## src/rtl/sensor_conditioner_pkg.sv

```systemverilog
// sensor_conditioner_pkg: side-light encodings and request FSM states
package sensor_conditioner_pkg;
  localparam logic [1:0] RED    = 2'b00;
  localparam logic [1:0] YELLOW = 2'b01;
  localparam logic [1:0] GREEN  = 2'b10;
  typedef enum logic [1:0] {IDLE = 2'b00, REQUEST = 2'b01, GRANTED = 2'b10} state_t;
endpackage

```

## src/rtl/sensor_conditioner_debounce_filter.sv

```systemverilog
// debounce_filter: two-flop synchronizer followed by a consecutive-cycle debouncer
module debounce_filter #(
  parameter int DEBOUNCE_CYCLES = 4
) (
  input  logic clk,
  input  logic rst,
  input  logic din,
  output logic dout,
  output logic rise
);
  logic sync1, sync2, hit;
  logic [7:0] cnt;
  // rise is asserted in the cycle before dout goes high, so the owner can act on the same edge
  assign hit  = (sync2 != dout) && (cnt == 8'(DEBOUNCE_CYCLES - 1));
  assign rise = hit && !dout;
  always_ff @(posedge clk or negedge rst) begin
    if (!rst) begin
      sync1 <= 1'b0;
      sync2 <= 1'b0;
      dout  <= 1'b0;
      cnt   <= '0;
    end else begin
      sync1 <= din;
      sync2 <= sync1;
      cnt   <= (sync2 == dout || hit) ? '0 : cnt + 8'd1;
      if (hit) dout <= ~dout;
    end
  end
endmodule

```

## src/rtl/sensor_conditioner.sv

```systemverilog
// sensor_conditioner: debounced loop detector driving a latched side-road request and arrival counter
module sensor_conditioner
  import sensor_conditioner_pkg::*;
#(
  parameter int DEBOUNCE_CYCLES = 4,
  parameter int COUNT_W         = 8
) (
  input  logic               clk,
  input  logic               rst,
  input  logic               raw_sensor,
  input  logic [1:0]         side_light,
  output logic               sensor,
  output logic [COUNT_W-1:0] vehicle_count,
  output logic               stable
);
  state_t state, state_n;
  logic sensor_n, rise, green;
  debounce_filter #(.DEBOUNCE_CYCLES(DEBOUNCE_CYCLES)) u_debounce (
    .clk (clk),
    .rst (rst),
    .din (raw_sensor),
    .dout(stable),
    .rise(rise)
  );
  assign green = side_light == GREEN;
  always_comb begin
    state_n = IDLE;
    case (state)
      IDLE:    state_n = rise ? REQUEST : IDLE;
      REQUEST: state_n = green ? GRANTED : REQUEST;
      GRANTED: state_n = green ? GRANTED : (stable || rise) ? REQUEST : IDLE;
      default: state_n = IDLE;
    endcase
    sensor_n = (state_n == REQUEST) || (state_n == GRANTED && stable);
  end
  always_ff @(posedge clk or negedge rst) begin
    if (!rst) begin
      state         <= IDLE;
      sensor        <= 1'b0;
      vehicle_count <= '0;
    end else begin
      state  <= state_n;
      sensor <= sensor_n;
      if (rise && !(&vehicle_count)) vehicle_count <= vehicle_count + 1'b1;
    end
  end
endmodule

```

## config.mk

```make
export PLATFORM = sky130hd
export DESIGN_NAME = sensor_conditioner
export DESIGN_NICKNAME = d
export VERILOG_FILES = /design/src/rtl/sensor_conditioner_pkg.sv /design/src/rtl/sensor_conditioner_debounce_filter.sv /design/src/rtl/sensor_conditioner.sv
export SDC_FILE = /design/constraint.sdc
export NUM_CORES = 1
export LEC_CHECK = 0
export ABC_CLOCK_PERIOD_IN_PS = 1500
export BUFFER_PORTS_ARGS = -buffer_cell sky130_fd_sc_hd__buf_2
export CAP_MARGIN = 20
export CELL_PAD_IN_SITES_DETAIL_PLACEMENT = 1
export CELL_PAD_IN_SITES_GLOBAL_PLACEMENT = 1
export CORE_MARGIN = 10
export CORE_UTILIZATION = 37
export CTS_CLUSTER_DIAMETER = 80
export DETAILED_ROUTE_END_ITERATION = 6
export GPL_TIMING_DRIVEN = 0
export PLACE_DENSITY = 0.77
export SLEW_MARGIN = 20
export SYNTH_ARGS = -nofsm -noshare
export SYNTH_HDL_FRONTEND = slang
export SYNTH_SLANG_ARGS = --single-unit
```

## constraint.sdc

```tcl
create_clock -name clk -period 1.5 [get_ports clk]
set_input_delay 0.45 -clock clk [delete_from_list [all_inputs] [get_ports clk]]
set_output_delay 0.45 -clock clk [all_outputs]
set_load 0.02 [all_outputs]
```

==> summary.md <==
| Metric | Value |
|---|---|
| Clock H-tree levels | 1 |
| Switching power | 0.649 mW |
| Fmax | 659 MHz |
| Slew Limit Fails | 0 |
| DRT iter0 DRCs | 23 |
| All-Layer GR Usage | 0.0879 |
| Die H | about 70 um |
| Critical Path Start Type | flop |
| PortBufs | 14 |
| Final instance area | roughly 1300 um^2 |
| Antenna viol nets, final | 0 |
| # nets final | 126 |
| RSZ-0062 raised after global routing | true |
| Die W | between 70 and 80 um |
| RD Place Congestion | around 0.76 |
| Total die area | 5200 um^2 |
| Final WL | 2.26 mm |
| Vias in the first global route | 785 |
| Post-synthesis cell type count | 25 |
| Hold_buf cts | 0 |
| # IOs | 15 |
| CP required | roughly 1.8 ns |
| Mapped Cells | 89 |
| Mapped Nets | 96 |
| Clock period minus worst slack | 1.52 ns |
| R2R Path Start | u_debounce.cnt[3]$_DFF_PN0_ |
| Crit share post-route | 1.01 |
| PD cells | 1410 nW/um^2 |
| Clock Sinks | 22 |
| Logic gate share of total power | 0.367 |
| Core area | roughly 2500 um^2 |
| Placed cell areas | 1140 um^2 |
| WL/cell | between 15 and 20 um |
| Sequential area share after synthesis | 0.547 |
| Worst-path clk slew | 0.13 ns |
| Failing checks | setup timing |
| Congestion Overflow GR | 0 |
| Detailed Routing Iterations Pass 1 | 4 |
| Antenna Cells | 0 |
| Slowest stage cell, crit path | dfrtp_2 |
| Crit path from | u_debounce.cnt[3]$_DFF_PN0_ |
| Top fanout value on the critical path | 8 |
| Hold Path Class | in -> async |
| Crit Path Category | reg -> reg |
| Worst Skew | 0.00690 ns |
| DR vias/cell | 5.05 |
| Final hold violation count | 0 |
| Root Buffer Master | clkbuf_4 |
| Mapped Area | about 1000 um^2 |
| Internal power | between 1 and 1.5 mW |
| Largest net degree at the start of global routing | 23 |
| Slew HR | 0.680 |
| Most common cell after layout, fill and taps aside | dfrtp_1 |
| Final Worst Setup Slack | -0.0167 ns |
| CTS Buffer Depth | 2 |
| Initial Util | 0.395 |
| Reg2reg setup slack | -0.02 ns |
| Clock share of power | 0.181 |
| Worst-margin pin slew | around 0.48 ns |
| Crit path DAT | around 1.8 ns |
| Initial antenna violation count | 0 |
| FP Rows | 18 |
| Area Overhead vs Synth | 29.2% |
| Crit. End Element | flop |
| CTS tree | yes |
| Hold slack | around 0.075 ns |
| Commonest non-fill, non-tap cells in the layout | dfrtp_1, nor2_1, buf_2 |
| Mean Syn Cell Area | roughly 11 um^2 |
| Worst IR drop on VDD | just under 0.9 mV |
| Yosys Warn Count | 0 |
| Vias | 747 |
| Setup violators final | 3 |
| TritonCTS Buffers | 3 |
| Worst Reg-to-Reg Cells | 4 |
| Outcome | finished with violations |
| Max Cap Viol | 0 |
| Reg2reg end | vehicle_count[5]$_DFFE_PN0P_ |
| Layout cells sized above 1 | 0.407 |
| Number of synthesized register bits | 22 |
| Crit path largest cell delay | about 0.46 ns |
| Clk_lat worst skew | 0.31 ns |
| Sw frac | 0.353 |
| First-pass GRT wire length | 3.75 mm |
| # DRC | 0 |
| Sequential share of power | 0.453 |
| DPL Wire Length | 1.49 mm |
| Crit-path cells | nor4_4, o2111ai_4, nor3_2, xor2_1 |
| P_leak | 0.620 nW |
worst max-delay path by stage:
| stage | to |
|---|---|
| 4_1_cts | vehicle_count[5]$_DFFE_PN0P_ |
| 2_1_floorplan | vehicle_count[1]$_DFFE_PN0P_ |
| 3_3_place_gp | vehicle_count[7]$_DFFE_PN0P_ |
| 6_report | vehicle_count[5]$_DFFE_PN0P_ |
| 3_5_place_dp | vehicle_count[7]$_DFFE_PN0P_ |
| 5_1_grt | vehicle_count[5]$_DFFE_PN0P_ |
Yosys cell counts, drive strengths merged:
| master | n | area (um^2) |
|---|---|---|
| a21o | 1 | 7.51 |
| a31oi | 1 | 6.26 |
| and2 | 1 | 7.51 |
| and3 | 2 | 13.8 |
| and4bb | 1 | 12.5 |
| dfrtp | 22 | 551 |
| ha | 2 | 25.0 |
| inv | 1 | 3.75 |
| mux2 | 1 | 11.3 |
| mux2i | 1 | 10.0 |
| nand2 | 7 | 26.3 |
| nand2b | 1 | 6.26 |
| nand3 | 7 | 35.0 |
| nand3b | 1 | 7.51 |
| nand4 | 1 | 6.26 |
| nor2 | 16 | 60.1 |
| nor3 | 4 | 20.0 |
| nor4 | 1 | 21.3 |
| o2111ai | 1 | 26.3 |
| o211a | 1 | 10.0 |
| o22a | 1 | 8.76 |
| o31ai | 1 | 7.51 |
| xnor2 | 6 | 52.6 |
| xor2 | 8 | 70.1 |
logic make-up (layout without fill, tap and decap cells):
| family | Yosys count | in the layout | share of synthesized area |
|---|---|---|---|
| simple gates | 42 | 42 | 0.215 |
| buf+inv | 1 | 30 | 0.00373 |
| compound gates | 6 | 6 | 0.0659 |
| fa+ha+maj | 2 | 2 | 0.0249 |
| xor+xnor | 14 | 14 | 0.122 |
| flops | 22 | 22 | 0.547 |
| mux | 2 | 2 | 0.0211 |
worst max-delay path: cells and delay by family, from the launching register on:
family	cells	cell delay, ns
compound gates	1	0.26
xor+xnor	1	0.16
flops	1	0.46
simple gates	2	0.58
state kept, by name, indices dropped and copies added (netlist names):
| register | flops |
|---|---|
| u_debounce.cnt | 8 |
| vehicle_count | 8 |
| state | 2 |
| sensor | 1 |
| u_debounce.dout | 1 |
| u_debounce.sync1 | 1 |
| u_debounce.sync2 | 1 |
repair_timing:
item,4_1_cts,5_1_grt
resized for setup,6,6
setup endpoints to repair,8,17
pin swaps,7,5
buffers inserted,7,5
metal layers:
layer  track usage  routed length, um
met5             0                  0
met4        0.0129                  8
met3        0.0367                120
met2         0.144               1200
met1         0.107                937
layout make-up:
type / instances / area (um^2)
fill: 281 / 1240
sequential: 22 / 556
multi-input combinational: 66 / 507
timing repair buffer: 25 / 160
tap: 30 / 37.5
clock buffer: 4 / 36.3
inverter: 1 / 3.75
power groups by stage:
stage | clock, mW | sequential, mW | combinational, mW
5_1_grt | 0.366 | 0.851 | 0.752
6_report | 0.332 | 0.832 | 0.674
3_3_place_gp | 0 | 0.849 | 0.501
3_5_place_dp | 0 | 0.858 | 0.527
2_1_floorplan | 0 | 0.905 | 0.304
4_1_cts | 0.344 | 0.832 | 0.636
per-stage QoR:
step	setup TNS [ns]	std cells	setup WS (ns)	util	power, mW
after floorplan	0	89	0.0139	-	1.21
after global placement	-0.202	133	-0.0624	0.446	1.35
after detailed placement	-0.485	133	-0.126	0.446	1.38
after CTS	-0.0600	144	-0.0396	0.491	1.81
after global routing	-0.827	148	-0.160	0.511	1.97
final	-0.0322	148	-0.0167	0.511	1.84
No activity file was read; power rests on OpenSTA's default activity.
